==> config.mk <==
export PLATFORM = sky130hd
export DESIGN_NAME = pc_gen
export DESIGN_NICKNAME = d
export VERILOG_FILES = /design/src/rtl/pc_gen_pkg.sv /design/src/rtl/pc_gen.sv
export SDC_FILE = /design/constraint.sdc
export NUM_CORES = 1
export LEC_CHECK = 0
export CAP_MARGIN = 15
export CORE_MARGIN = 3
export CORE_UTILIZATION = 47
export DETAILED_ROUTE_END_ITERATION = 16
export PLACE_DENSITY = 0.86
export SYNTH_ARGS = -nofsm -noshare
export SYNTH_HDL_FRONTEND = slang
export SYNTH_SLANG_ARGS = --single-unit
==> constraint.sdc <==
create_clock -name clk -period 4.1 [get_ports clk]
set_clock_uncertainty 0.2 [all_clocks]
set_input_delay 0.82 -clock clk [delete_from_list [all_inputs] [get_ports clk]]
set_output_delay 0.82 -clock clk [all_outputs]
set_load 0.05 [all_outputs]
==> src/rtl/pc_gen_pkg.sv <==
// Shared types, constants and the address-alignment helper for the fetch-stage PC generator.
package pc_gen_pkg;

    typedef enum logic [1:0] {
        BOOT = 2'd0,
        RUN  = 2'd1,
        HALT = 2'd2
    } state_t;

    localparam logic ChipEnable  = 1'b1;
    localparam logic ChipDisable = 1'b0;
    localparam logic Zero        = 1'b0;

    localparam int XlenDefault = 32;
    // Widest PC the helpers handle; callers widen into and truncate out of this.
    localparam int MaxXlen     = 64;

    function automatic logic [MaxXlen-1:0] align_addr(input logic [MaxXlen-1:0] addr,
                                                       input int                 inst_bytes);
        logic [MaxXlen-1:0] mask;
        mask = MaxXlen'(inst_bytes - 1);
        return addr & ~mask;
    endfunction

    function automatic logic is_misaligned(input logic [MaxXlen-1:0] addr,
                                           input int                 inst_bytes);
        logic [MaxXlen-1:0] mask;
        mask = MaxXlen'(inst_bytes - 1);
        return |(addr & mask);
    endfunction

endpackage

==> src/rtl/pc_gen.sv <==
// Program-counter generator at the head of fetch: boot, sequential advance with
// backpressure/stall, trap and branch redirects, halt, and misalignment flagging.
module pc_gen
    import pc_gen_pkg::*;
#(
    parameter int              XLEN         = XlenDefault,
    parameter logic [XLEN-1:0] RESET_VECTOR = '0,
    parameter int              INST_BYTES   = 4
) (
    input  logic            clk,
    input  logic            rst,
    input  logic            stall_i,
    input  logic            fetch_ready_i,
    input  logic            redirect_valid_i,
    input  logic [XLEN-1:0] redirect_target_i,
    input  logic            trap_valid_i,
    input  logic [XLEN-1:0] trap_vector_i,
    input  logic            halt_i,
    output logic [XLEN-1:0] pc_o,
    output logic            pc_valid_o,
    output logic            ce_o,
    output logic            flush_o,
    output logic            misalign_o
);

    state_t          state_q, state_d;
    logic [XLEN-1:0] pc_q, pc_d;
    logic            flush_q, flush_d;
    logic            misalign_q, misalign_d;

    logic [XLEN-1:0] target;
    logic            load;

    always_ff @(posedge clk or negedge rst) begin
        if (!rst) begin
            state_q    <= BOOT;
            pc_q       <= RESET_VECTOR;
            flush_q    <= Zero;
            misalign_q <= Zero;
        end else begin
            state_q    <= state_d;
            pc_q       <= pc_d;
            flush_q    <= flush_d;
            misalign_q <= misalign_d;
        end
    end

    // Trap outranks redirect; the losing redirect is simply dropped.
    always_comb begin
        load       = trap_valid_i || redirect_valid_i;
        target     = trap_valid_i ? trap_vector_i : redirect_target_i;
        state_d    = state_q;
        pc_d       = pc_q;
        flush_d    = Zero;
        misalign_d = Zero;
        unique case (state_q)
            BOOT: begin
                state_d = RUN;
            end
            RUN, HALT: begin
                if (load) begin
                    state_d    = RUN;
                    pc_d       = XLEN'(align_addr(MaxXlen'(target), INST_BYTES));
                    flush_d    = 1'b1;
                    misalign_d = is_misaligned(MaxXlen'(target), INST_BYTES);
                end else if (state_q == RUN) begin
                    if (halt_i) begin
                        state_d = HALT;
                    end else if (fetch_ready_i && !stall_i) begin
                        pc_d = pc_q + XLEN'(INST_BYTES);
                    end
                end
            end
            default: begin
                state_d = BOOT;
            end
        endcase
    end

    always_comb begin
        pc_o       = pc_q;
        flush_o    = flush_q;
        misalign_o = misalign_q;
        ce_o       = ChipDisable;
        pc_valid_o = Zero;
        if (state_q == RUN) begin
            ce_o       = ChipEnable;
            pc_valid_o = 1'b1;
        end
    end

endmodule

==> flow_summary.rst, run 1 <==
.. list-table::
   :header-rows: 1

   * - Metric
     - Value
   * - Clock-pin slew on the worst setup and hold paths
     - 0.07 ns
   * - Crit start category
     - primary input
   * - Number of clock sinks
     - 34
   * - Vias in the first global route
     - 2975
   * - Cell depth of the worst hold path
     - 2
   * - Least setup slack across all paths after layout
     - 1.22 ns
   * - Clock buffers created by TritonCTS
     - 5
   * - Largest stage delay, worst path
     - 0.54 ns
   * - Internal power
     - 0.00117 W
   * - Average cell area after synthesis
     - 7.19 µm²
   * - Number of max-cap violations
     - 0
   * - Launch point of the worst reg-to-reg path
     - pc_o[2]
   * - Slew of the pin with the lowest slew margin
     - 1.06 ns
   * - Fraction of the mapped netlist area in compound gates
     - 0.233
   * - Flop2flop setup slack
     - 1.43 ns
   * - Area of the die
     - 6610 µm²
   * - Sum of overflow across all layers after global routing
     - 0
   * - Cell area after layout
     - 3830 µm²
   * - Number of setup buffers added after CTS
     - 0
   * - Dominant synthesized flop cell
     - dfrtp_1
   * - Number of cells produced by synthesis
     - 371
   * - Proportion of layout cells with a drive suffix above 1
     - 0.0517
   * - TritonCTS clock tree
     - done
   * - Slew HR
     - 0.285
   * - Final routed wire length divided by cell count
     - 17.0 µm
   * - Data arrival time at the worst-slack endpoint
     - 2.86 ns
   * - Layout Area Growth over Synthesis
     - 43.5%
   * - Post-synthesis cell type count
     - 51
   * - Pwr/cell area
     - 682 nW/µm²
   * - Adder-cell share of the synthesized area
     - 0.0188
   * - Max Root-Sink Buffers
     - 2
   * - Fillers
     - 445
   * - Data required time at the worst endpoint
     - 4.08 ns
   * - Crit Path Max Fanout
     - 22
   * - Portion of the post-synthesis area used by sequential elements
     - 0.319
   * - Part of the total power dissipated in sequential elements
     - 0.298
   * - Post-CTS sizing
     - 0
   * - Clock power share
     - 0.096
   * - Synthesis-stage register bit count
     - 34
   * - Final wirelength
     - 9090 µm
   * - Clock Root Buffer
     - clkbuf_8
   * - Number of hold violations in the final report
     - 0
   * - Most frequent cell after synthesis
     - nand2_1
   * - Half-perimeter wire length of the detailed placement result
     - 6580 µm
   * - Via count
     - 3269
   * - Hold bufs inserted after CTS
     - 0
   * - Worst R2R End
     - pc_o[24]
   * - Count of boundary I/O pins
     - 107
   * - Row count
     - 26
   * - Layout net count
     - 540
   * - Placed instance area
     - 3740 µm²
   * - Category of the worst setup path capture point
     - flop
   * - Shortest clock period the worst path allows after layout
     - 2.88 ns
   * - Multi-input logic area
     - 1670 µm²
   * - Final ANT Viol Nets
     - 0
   * - Clk_lat worst skew
     - 0.29 ns
   * - Largest cells by area after synthesis
     - dfrtp_1 32%, nand2_1 13%, o21ai_0 7.5%
   * - Die Span X
     - 81.3 µm
   * - Initial Util
     - 0.503
   * - First-pass iteration count of the detailed router
     - 5
   * - Fin cells
     - 534
   * - 1st-iter DRT viols
     - 371
   * - Crit path kind
     - primary input to flop
   * - Synth top cells by count
     - 90 x nand2_1, 40 x o21ai_0, 34 x dfrtp_1
   * - EDFF count, synth
     - 0
   * - Total DRC errors in the routed layout
     - 0
   * - Hold Crit Class
     - flop to flop
   * - Height of the die
     - 81.3 µm
   * - Leak pwr
     - 1.47 nW
   * - Area share of the leading cell type in the synthesized netlist
     - 0.319
   * - Storage element area
     - 851 µm²
   * - Max VDD drop
     - 0.000450 V
   * - Async set-reset flop share out of synthesis
     - 1.00
   * - Worst slack after detailed placement
     - 0.971 ns
   * - Maximum number of pins on one net before global-route repair
     - 62
   * - Core Region
     - 5300 µm²
   * - Switching power
     - 0.00144 W
   * - RSZ-0062 raised after global routing
     - false
   * - Slowest cell on crit path
     - a21oi_2
   * - Critical path cell sequence
     - clkdlybuf4s50_1 > nand4bb_1 > a21oi_2 > buf_4 > mux2i_1 > nand3b_1
   * - Wire length of the first global-routing pass
     - 14500 µm
   * - Setup tns final
     - 0 ns
   * - Max Fclk
     - 0.347 GHz
   * - Number of cells on the worst reg-to-reg path
     - 5
   * - Switching Fraction
     - 0.551
   * - WHS Endpoint
     - pc_o[3]
   * - Run status
     - finished clean
   * - Number of antenna violations at the first check in global routing
     - 0
   * - Synthesized cell area
     - 2670 µm²
   * - Post-synthesis simple-gate area fraction
     - 0.351
   * - Combinational family with the most area after synthesis
     - simple AND/OR/NAND/NOR gates
   * - Combinational cell fraction of total power
     - 0.606
   * - Warnings, synthesis
     - 0
   * - Diode count
     - 0
   * - H-tree levels
     - 2
   * - Count of input and output buffers
     - 104
   * - Source of the worst hold timing path
     - pc_o[3]
   * - Multiplexer area fraction after synthesis
     - 0.0188
   * - Avg Vias per Cell
     - 6.12
   * - DP Cell Count
     - 528
   * - Aggregate global-route resource usage
     - 0.279
   * - Fraction of synthesized cell area in xor and xnor cells
     - 0
   * - Post-route fraction of the period consumed by the critical path
     - 0.702
   * - Total chip power
     - 0.00261 W
   * - Fin. max-slew vios
     - 0
   * - Largest area contributor in the netlist
     - dfrtp_1
   * - Number of setup violations in the final report
     - 0
   * - Routability congestion estimate from global placement
     - 0.948
[cells in the final DEF (no fill, tap or decap), types with 2 or more instances in the layout]
cell	instances
o211ai_1	4
conb_1	2
inv_1	9
o2bb2ai_1	5
nand2_1	90
buf_4	9
dfrtp_1	34
o41ai_1	3
nor4_1	12
a31o_2	3
nor2_1	26
mux2i_1	5
nand4b_1	3
clkdlybuf4s50_1	103
nand3b_1	4
a32o_1	4
or4_1	4
or3_1	2
o21ai_0	40
clkbuf_8	6
a31oi_1	6
o311ai_0	2
a211oi_1	2
nor3_1	8
nand2b_1	3
o31a_1	2
nand4_1	25
o22ai_1	3
ha_1	4
nand3_1	6
a21oi_1	15
[cell type report]
class,count,share of cell area
well taps,70,0.0229
flip-flops and latches,34,0.222
multi-input cells,302,0.436
clock buffers,6,0.0216
inverters,9,0.00883
repair buffers,113,0.288
[cells by family after synthesis]
| logic type | Yosys count |
|---|---|
| AO/OA/AOI/OAI | 98 |
| adder cells (fa/ha/maj) | 4 |
| buffers and inverters | 36 |
| flip-flops | 34 |
| multiplexers | 5 |
| other | 1 |
| AND/OR/NAND/NOR | 193 |
[metal layers]
| metal | vias to the layer above | global-route usage | routed length [µm] |
|---|---|---|---|
| li1 | 1553 | - | - |
| met1 | 1501 | 0.368 | 3670 |
| met2 | 194 | 0.456 | 4360 |
| met3 | 21 | 0.0565 | 890 |
| met4 | 0 | 0.0861 | 164 |
| met5 | - | 0 | 0 |
[sequential cells by signal, indices dropped and copies added (netlist names)]
name,cells
state_q,2
misalign_o,1
pc_o,30
flush_o,1
[worst max-delay path by stage]
stage | to | from | slack (ns)
global route | pc_o[2] | redirect_valid_i | 1.06
floorplan | pc_o[14] | state_q[1] | 1.52
global placement | pc_o[21] | halt_i | 1.03
detailed placement | pc_o[21] | halt_i | 0.97
finish | pc_o[21] | halt_i | 1.22
CTS | pc_valid_o | state_q[1] | 1.26
[power groups by stage]
stage,sequential (W),combinational (W),clock (W)
finish,0.000779,0.00158,0.000250
global route,0.000800,0.00168,0.000265
detailed placement,0.000767,0.00157,0
global placement,0.000764,0.00155,0
floorplan,0.00123,0.000522,0
CTS,0.000762,0.00158,0.000248
[stage by stage]
stage / utilization / hold slack [ns]
finish: 0.722 / 0.357
global route: 0.722 / 0.388
CTS: 0.722 / 0.362
detailed placement: 0.706 / 0.343
global placement: 0.706 / 0.342
floorplan: - / 0.324
[worst max-delay path, delay by kind of cell]
kind	cells	cell delay, ns
buffers and inverters	2	0.78
AO/OA/AOI/OAI	1	0.54
AND/OR/NAND/NOR	2	0.49
multiplexers	1	0.22
Note: power is estimated with default switching activity, not from simulation.
==> inputs of run 2 (changes only) <==
Settings changed: CORE_UTILIZATION 47 to 44, PLACE_DENSITY 0.86 to 0.81.
Clock period 4.1 ns to 3 ns, I/O delays scaled along.
==> run 2 against run 1 <==
Against the previous run:
- combinational power up 37%
- global-route usage down 2.1 points
- design area up 1.4%
- cell count up 1.7%
- clock-buffer cell count unchanged
==> flow_summary.rst, run 2 (synthesized netlist as in run 1, its figures left out) <==
.. list-table::
   :header-rows: 1

   * - Metric
     - Value
   * - Via count
     - 3203 (-2.0%)
   * - Hold bufs inserted after CTS
     - 0 (unchanged)
   * - WHS Endpoint
     - pc_o[3]
   * - Slew HR
     - 0.551 (+0.266)
   * - Clock Root Buffer
     - clkbuf_8
   * - Final wirelength
     - 9000 µm (-0.97%)
   * - Initial Util
     - 0.470 (-0.0330)
   * - Fin. max-slew vios
     - 0 (unchanged)
   * - Launch point of the worst reg-to-reg path
     - pc_o[2]
   * - Die Span X
     - 83.8 µm (+3.1%)
   * - Proportion of layout cells with a drive suffix above 1
     - 0.0658 (+0.0141)
   * - Flop2flop setup slack
     - 0.50 ns (-0.93 ns)
   * - Diode count
     - 0 (unchanged)
   * - Half-perimeter wire length of the detailed placement result
     - 6810 µm (+3.6%)
   * - Crit start category
     - flop
   * - Wire length of the first global-routing pass
     - 15000 µm (+4.0%)
   * - Multi-input logic area
     - 1670 µm² (unchanged)
   * - Height of the die
     - 83.8 µm (+3.1%)
   * - Count of input and output buffers
     - 104 (unchanged)
   * - Clock-pin slew on the worst setup and hold paths
     - 0.07 ns (about the same)
   * - Clk_lat worst skew
     - 0.29 ns (about the same)
   * - Leading cell types in the layout, fill and taps excluded
     - 103 x clkdlybuf4s50_1, 90 x nand2_1, 40 x o21ai_0, 34 x dfrtp_1, 26 x nor2_1
   * - Post-route fraction of the period consumed by the critical path
     - 0.878
   * - Core Region
     - 5680 µm² (+7.0%)
   * - Crit Path Max Fanout
     - 4 (-82%)
   * - Number of clock sinks
     - 34 (unchanged)
   * - Final ANT Viol Nets
     - 0 (unchanged)
   * - Critical path buffers and inverters
     - 2 (unchanged)
   * - Maximum number of pins on one net before global-route repair
     - 62 (unchanged)
   * - Storage element area
     - 851 µm² (unchanged)
   * - Worst R2R End
     - pc_o[20]
   * - Vias in the first global route
     - 3040 (+2.2%)
   * - Leading cell type in the layout, fill and taps excluded
     - clkdlybuf4s50_1
   * - Number of cells on the worst reg-to-reg path
     - 5 (unchanged)
   * - Pwr/cell area
     - 921 nW/µm² (+35%)
   * - Layout net count
     - 547 (+1.3%)
   * - Clock buffers created by TritonCTS
     - 5 (unchanged)
   * - Run status
     - finished clean
   * - Aggregate global-route resource usage
     - 0.258 (-0.0206)
   * - Leak pwr
     - 1.51 nW (+2.3%)
   * - Total DRC errors in the routed layout
     - 0 (unchanged)
   * - Flip-flop count of the largest register after layout
     - 30 (unchanged)
   * - Routability congestion estimate from global placement
     - 0.889 (-6.3%)
   * - Final routed wire length divided by cell count
     - 16.6 µm (-2.6%)
   * - Avg Vias per Cell
     - 5.90 (-3.6%)
   * - RSZ-0062 raised after global routing
     - false
   * - Shortest clock period the worst path allows after layout
     - 2.63 ns
   * - Number of antenna violations at the first check in global routing
     - 0 (unchanged)
   * - Hold Crit Class
     - flop to flop
   * - Data required time at the worst endpoint
     - 2.20 ns (-1.88 ns)
   * - Row count
     - 27 (+3.8%)
   * - H-tree levels
     - 2 (unchanged)
   * - Source of the worst hold timing path
     - pc_o[3]
   * - Number of max-cap violations
     - 0 (unchanged)
   * - Number of setup violations in the final report
     - 0 (unchanged)
   * - Cell depth of the worst hold path
     - 2 (unchanged)
   * - Cell family with most CP delay
     - buffers and inverters
   * - Slew of the pin with the lowest slew margin
     - 0.667 ns (-0.396 ns)
   * - Number of setup buffers added after CTS
     - 0 (unchanged)
   * - Number of hold violations in the final report
     - 0 (unchanged)
   * - Count of boundary I/O pins
     - 107 (unchanged)
   * - Max VDD drop
     - 0.000782 V (+74%)
   * - 1st-iter DRT viols
     - 212 (-43%)
   * - Fillers
     - 481 (+8.1%)
   * - Largest stage delay, worst path
     - 0.83 ns (+0.29 ns)
   * - Slowest cell on crit path
     - clkdlybuf4s50_1
   * - Max Root-Sink Buffers
     - 2 (unchanged)
   * - Category of the worst setup path capture point
     - primary output
   * - Sum of overflow across all layers after global routing
     - 0 (unchanged)
   * - Area of the die
     - 7030 µm² (+6.3%)
   * - Setup tns final
     - 0 ns (unchanged)
   * - Critical path cell sequence
     - inv_1 > ha_1 > clkdlybuf4s50_1
   * - First-pass iteration count of the detailed router
     - 5 (unchanged)
   * - Layout Area Growth over Synthesis
     - 45.6%
   * - TritonCTS clock tree
     - done
   * - Crit path kind
     - flop to primary output
   * - Max Fclk
     - 0.380 GHz
   * - Data arrival time at the worst-slack endpoint
     - 1.83 ns (-1.03 ns)
   * - Share of the core filled with cells in the final layout
     - 0.684 (-0.0377)
   * - Post-CTS sizing
     - 0 (unchanged)
==> run 2: worst max path at each step <==
stage	start	slack (ns)	to	cells after the start
2_1_floorplan	state_q[1]	0.42	pc_o[14]	7
3_3_place_gp	halt_i	0.32	pc_o[20]	5
3_5_place_dp	halt_i	0.24	pc_o[20]	5
4_1_cts	state_q[1]	0.37	pc_valid_o	3
5_1_grt	state_q[1]	0.27	pc_valid_o	3
6_report	state_q[1]	0.37	pc_valid_o	3
==> run 2: layer usage <==
metal,wire length [µm],track usage
met1,4030,0.363
met2,4120,0.407
met3,713,0.0533
met4,138,0.0585
met5,0,0
==> run 2: power breakdown <==
group          leakage, nW  internal, W  switching (W)  total, W
combinational         1.05     0.000762        0.00141   0.00217
sequential           0.416     0.000676       0.000383   0.00106
clock               0.0431     0.000177       0.000169  0.000346
total                 1.51      0.00162        0.00196   0.00357
==> run 2: layout make-up <==
class	count	share of cell area
clock buffers	6	0.0213
inverters	9	0.00870
multi-input cells	302	0.430
flip-flops and latches	34	0.219
well taps	72	0.0232
repair buffers	120	0.298
==> run 2: tightest hold or removal path, stage by stage, from the launching register on <==
cell	delay, ns
dfrtp_1	0.41
nand2_1	0.06
o21ai_0	0.07
==> run 2: stage by stage <==
stage | worst slack, ns | std cells | power, W | hold slack (ns) | instance area, µm²
after floorplan | 0.424 | 372 | 0.00240 | 0.104 | 2670
after global placement | 0.324 | 537 | 0.00318 | 0.327 | 3800
after detailed placement | 0.245 | 537 | 0.00323 | 0.357 | 3800
after CTS | 0.369 | 543 | 0.00357 | 0.372 | 3880
after global routing | 0.271 | 543 | 0.00379 | 0.412 | 3880
final | 0.366 | 543 | 0.00357 | 0.373 | 3880
==> inputs of run 3 (changes only) <==
Settings changed: CORE_MARGIN 3 to not set.
==> run 3 against run 2 <==
Against the previous run:
- first-iteration DRC count up 47%
- worst hold slack improved by 0.0040 ns
- sequential power is essentially flat
- clock-buffer cell count grew 1
- flip-flop and latch count did not move
- via count rose by 1.9%
- clock power rose by 23%
- cell count grew 0.55%
- setup slack gained 0.0071 ns
- global-route usage is 4.3 points higher
- die area is 9.3% lower
- critical path type unchanged
- critical endpoint is now ce_o
- largest cell class unchanged
==> flow_summary.rst, run 3 (synthesized netlist as in run 1, its figures left out) <==
.. list-table::
   :header-rows: 1

   * - Metric
     - Value
   * - Number of hold violations in the final report
     - 0 (unchanged)
   * - Run status
     - finished clean
   * - Number of antenna violations at the first check in global routing
     - 0 (unchanged)
   * - Multi-input logic area
     - 1670 µm² (unchanged)
   * - First-pass iteration count of the detailed router
     - 5 (unchanged)
   * - Routability congestion estimate from global placement
     - 0.868 (-2.3%)
   * - Flip-flop count of the largest register after layout
     - 30 (unchanged)
   * - Slew of the pin with the lowest slew margin
     - 0.747 ns (+0.0803 ns)
   * - Count of input and output buffers
     - 104 (unchanged)
   * - Slowest cell on crit path
     - clkdlybuf4s50_1
   * - Data arrival time at the worst-slack endpoint
     - 1.83 ns (about the same)
   * - Half-perimeter wire length of the detailed placement result
     - 6850 µm (+0.55%)
   * - Setup tns final
     - 0 ns (unchanged)
   * - Avg Vias per Cell
     - 5.98 (+1.3%)
   * - Crit path kind
     - flop to primary output
   * - Core Region
     - 5680 µm² (unchanged)
   * - Slew HR
     - 0.497 (-0.0540)
   * - Storage element area
     - 851 µm² (unchanged)
   * - Vias in the first global route
     - 3041 (+0.033%)
   * - Die Span X
     - 79.8 µm (-4.8%)
   * - Fin. max-slew vios
     - 0 (unchanged)
   * - 1st-iter DRT viols
     - 312 (+47%)
   * - RSZ-0062 raised after global routing
     - false
   * - Number of setup violations in the final report
     - 0 (unchanged)
   * - Initial Util
     - 0.470 (unchanged)
   * - Category of the worst setup path capture point
     - primary output
   * - Layout net count
     - 548 (+0.18%)
   * - Final ANT Viol Nets
     - 0 (unchanged)
   * - Area of the die
     - 6380 µm² (-9.3%)
   * - Max VDD drop
     - 0.000532 V (-32%)
   * - Fillers
     - 495 (+2.9%)
   * - Post-route fraction of the period consumed by the critical path
     - 0.876 (-0.00235)
   * - Via count
     - 3264 (+1.9%)
   * - Largest stage delay, worst path
     - 0.82 ns (about the same)
   * - Layout Area Growth over Synthesis
     - 46.7%
   * - Row count
     - 27 (unchanged)
   * - Proportion of layout cells with a drive suffix above 1
     - 0.0675 (+0.00169)
   * - Cell family with most CP delay
     - buffers and inverters
   * - Placed instance area
     - 3810 µm² (+0.20%)
   * - Clock buffers created by TritonCTS
     - 5 (unchanged)
   * - Hold Crit Class
     - flop to flop
   * - Height of the die
     - 79.8 µm (-4.8%)
   * - Critical path buffers and inverters
     - 2 (unchanged)
   * - Total DRC errors in the routed layout
     - 0 (unchanged)
   * - Leading cell type in the layout, fill and taps excluded
     - clkdlybuf4s50_1
   * - Maximum number of pins on one net before global-route repair
     - 41 (-34%)
   * - Clock Root Buffer
     - clkbuf_8
   * - Sum of overflow across all layers after global routing
     - 0 (unchanged)
   * - Hold bufs inserted after CTS
     - 0 (unchanged)
   * - Aggregate global-route resource usage
     - 0.301 (+0.0434)
   * - Count of boundary I/O pins
     - 107 (unchanged)
   * - Leak pwr
     - 1.52 nW (+0.94%)
   * - Shortest clock period the worst path allows after layout
     - 2.63 ns (-0.00706 ns)
   * - Number of clock sinks
     - 34 (unchanged)
   * - Leading cell types in the layout, fill and taps excluded
     - 103 x clkdlybuf4s50_1, 90 x nand2_1, 40 x o21ai_0, 34 x dfrtp_1, 26 x nor2_1
   * - Clk_lat worst skew
     - 0.29 ns (about the same)
   * - Data required time at the worst endpoint
     - 2.20 ns (about the same)
   * - Number of max-cap violations
     - 0 (unchanged)
   * - Cell area after layout
     - 3910 µm² (+0.81%)
   * - Wire length of the first global-routing pass
     - 14800 µm (-1.6%)
   * - Final routed wire length divided by cell count
     - 16.6 µm (about the same)
   * - TritonCTS clock tree
     - done
   * - Crit start category
     - flop
   * - H-tree levels
     - 2 (unchanged)
   * - Max Fclk
     - 0.381 GHz (+0.27%)
   * - Final wirelength
     - 9050 µm (+0.53%)
   * - Critical path cell sequence
     - inv_1 > ha_1 > clkdlybuf4s50_1
   * - Pwr/cell area
     - 935 nW/µm² (+1.5%)
   * - Flop2flop setup slack
     - 0.63 ns (+0.13 ns)
   * - Diode count
     - 0 (unchanged)
   * - Number of setup buffers added after CTS
     - 0 (unchanged)
   * - Crit Path Max Fanout
     - 4 (unchanged)
   * - Max Root-Sink Buffers
     - 2 (unchanged)
   * - Clock-pin slew on the worst setup and hold paths
     - 0.07 ns (about the same)
   * - Post-CTS sizing
     - 0 (unchanged)
run 3: cell types whose count changed in the layout (fill, tap and decap cells not counted), sizes merged:
cell / before / now
buf: 17 / 18
bufinv: 0 / 1
clkbuf: 6 / 7
run 3: path summary, 6_finish.rpt:
check	end	start	cells after the start
hold reg to reg	pc_o[3]	pc_o[3]	2
min in group asynchronous	pc_o[3]	rst	2
max in group asynchronous	flush_o	rst	2
setup reg to reg	pc_o[20]	pc_o[2]	5
hold / removal	pc_o[3]	pc_o[3]	2
setup / recovery	ce_o	state_q[1]	3
run 3: cell type report:
cell class / count / share of cell area
Timing Repair Buffer: 121 / 0.297
Clock inverter: 1 / 0.00768
Clock buffer: 7 / 0.0195
Multi-Input combinational cell: 302 / 0.426
Inverter: 9 / 0.00863
Sequential cell: 34 / 0.217
Tap cell: 72 / 0.0230
run 3: report_power, final:
group | switching, W | internal [W]
registers | 0.000380 | 0.000676
clock network | 0.000178 | 0.000249
logic | 0.00141 | 0.000764
total | 0.00197 | 0.00169
run 3: routing by layer:
layer | vias to the layer above | global-route usage | share of wire
met5 | - | 0 | 0
met4 | 0 | 0.0750 | 0.014
met3 | 16 | 0.0514 | 0.082
met2 | 172 | 0.484 | 0.47
met1 | 1516 | 0.418 | 0.44
li1 | 1560 | - | -
run 3: worst reg2reg max path, stage by stage, from the launching register on:
cell and delay, ns:
dfrtp_1 0.43, ha_1 0.23, nand3_1 0.14, or4_1 0.69
or4_1 0.52, nand4_1 0.10
run 3: metrics by stage:
stage                     total power [W]  hold WS, ns  worst slack [ns]  utilization  std cells
after floorplan                   0.00240        0.104             0.424            -        372
after global placement            0.00319        0.358             0.361        0.671        538
after detailed placement          0.00323        0.353             0.301        0.671        538
after CTS                         0.00365        0.373             0.370        0.689        546
after global routing              0.00386        0.430             0.322        0.689        546
final                             0.00366        0.377             0.373        0.689        546
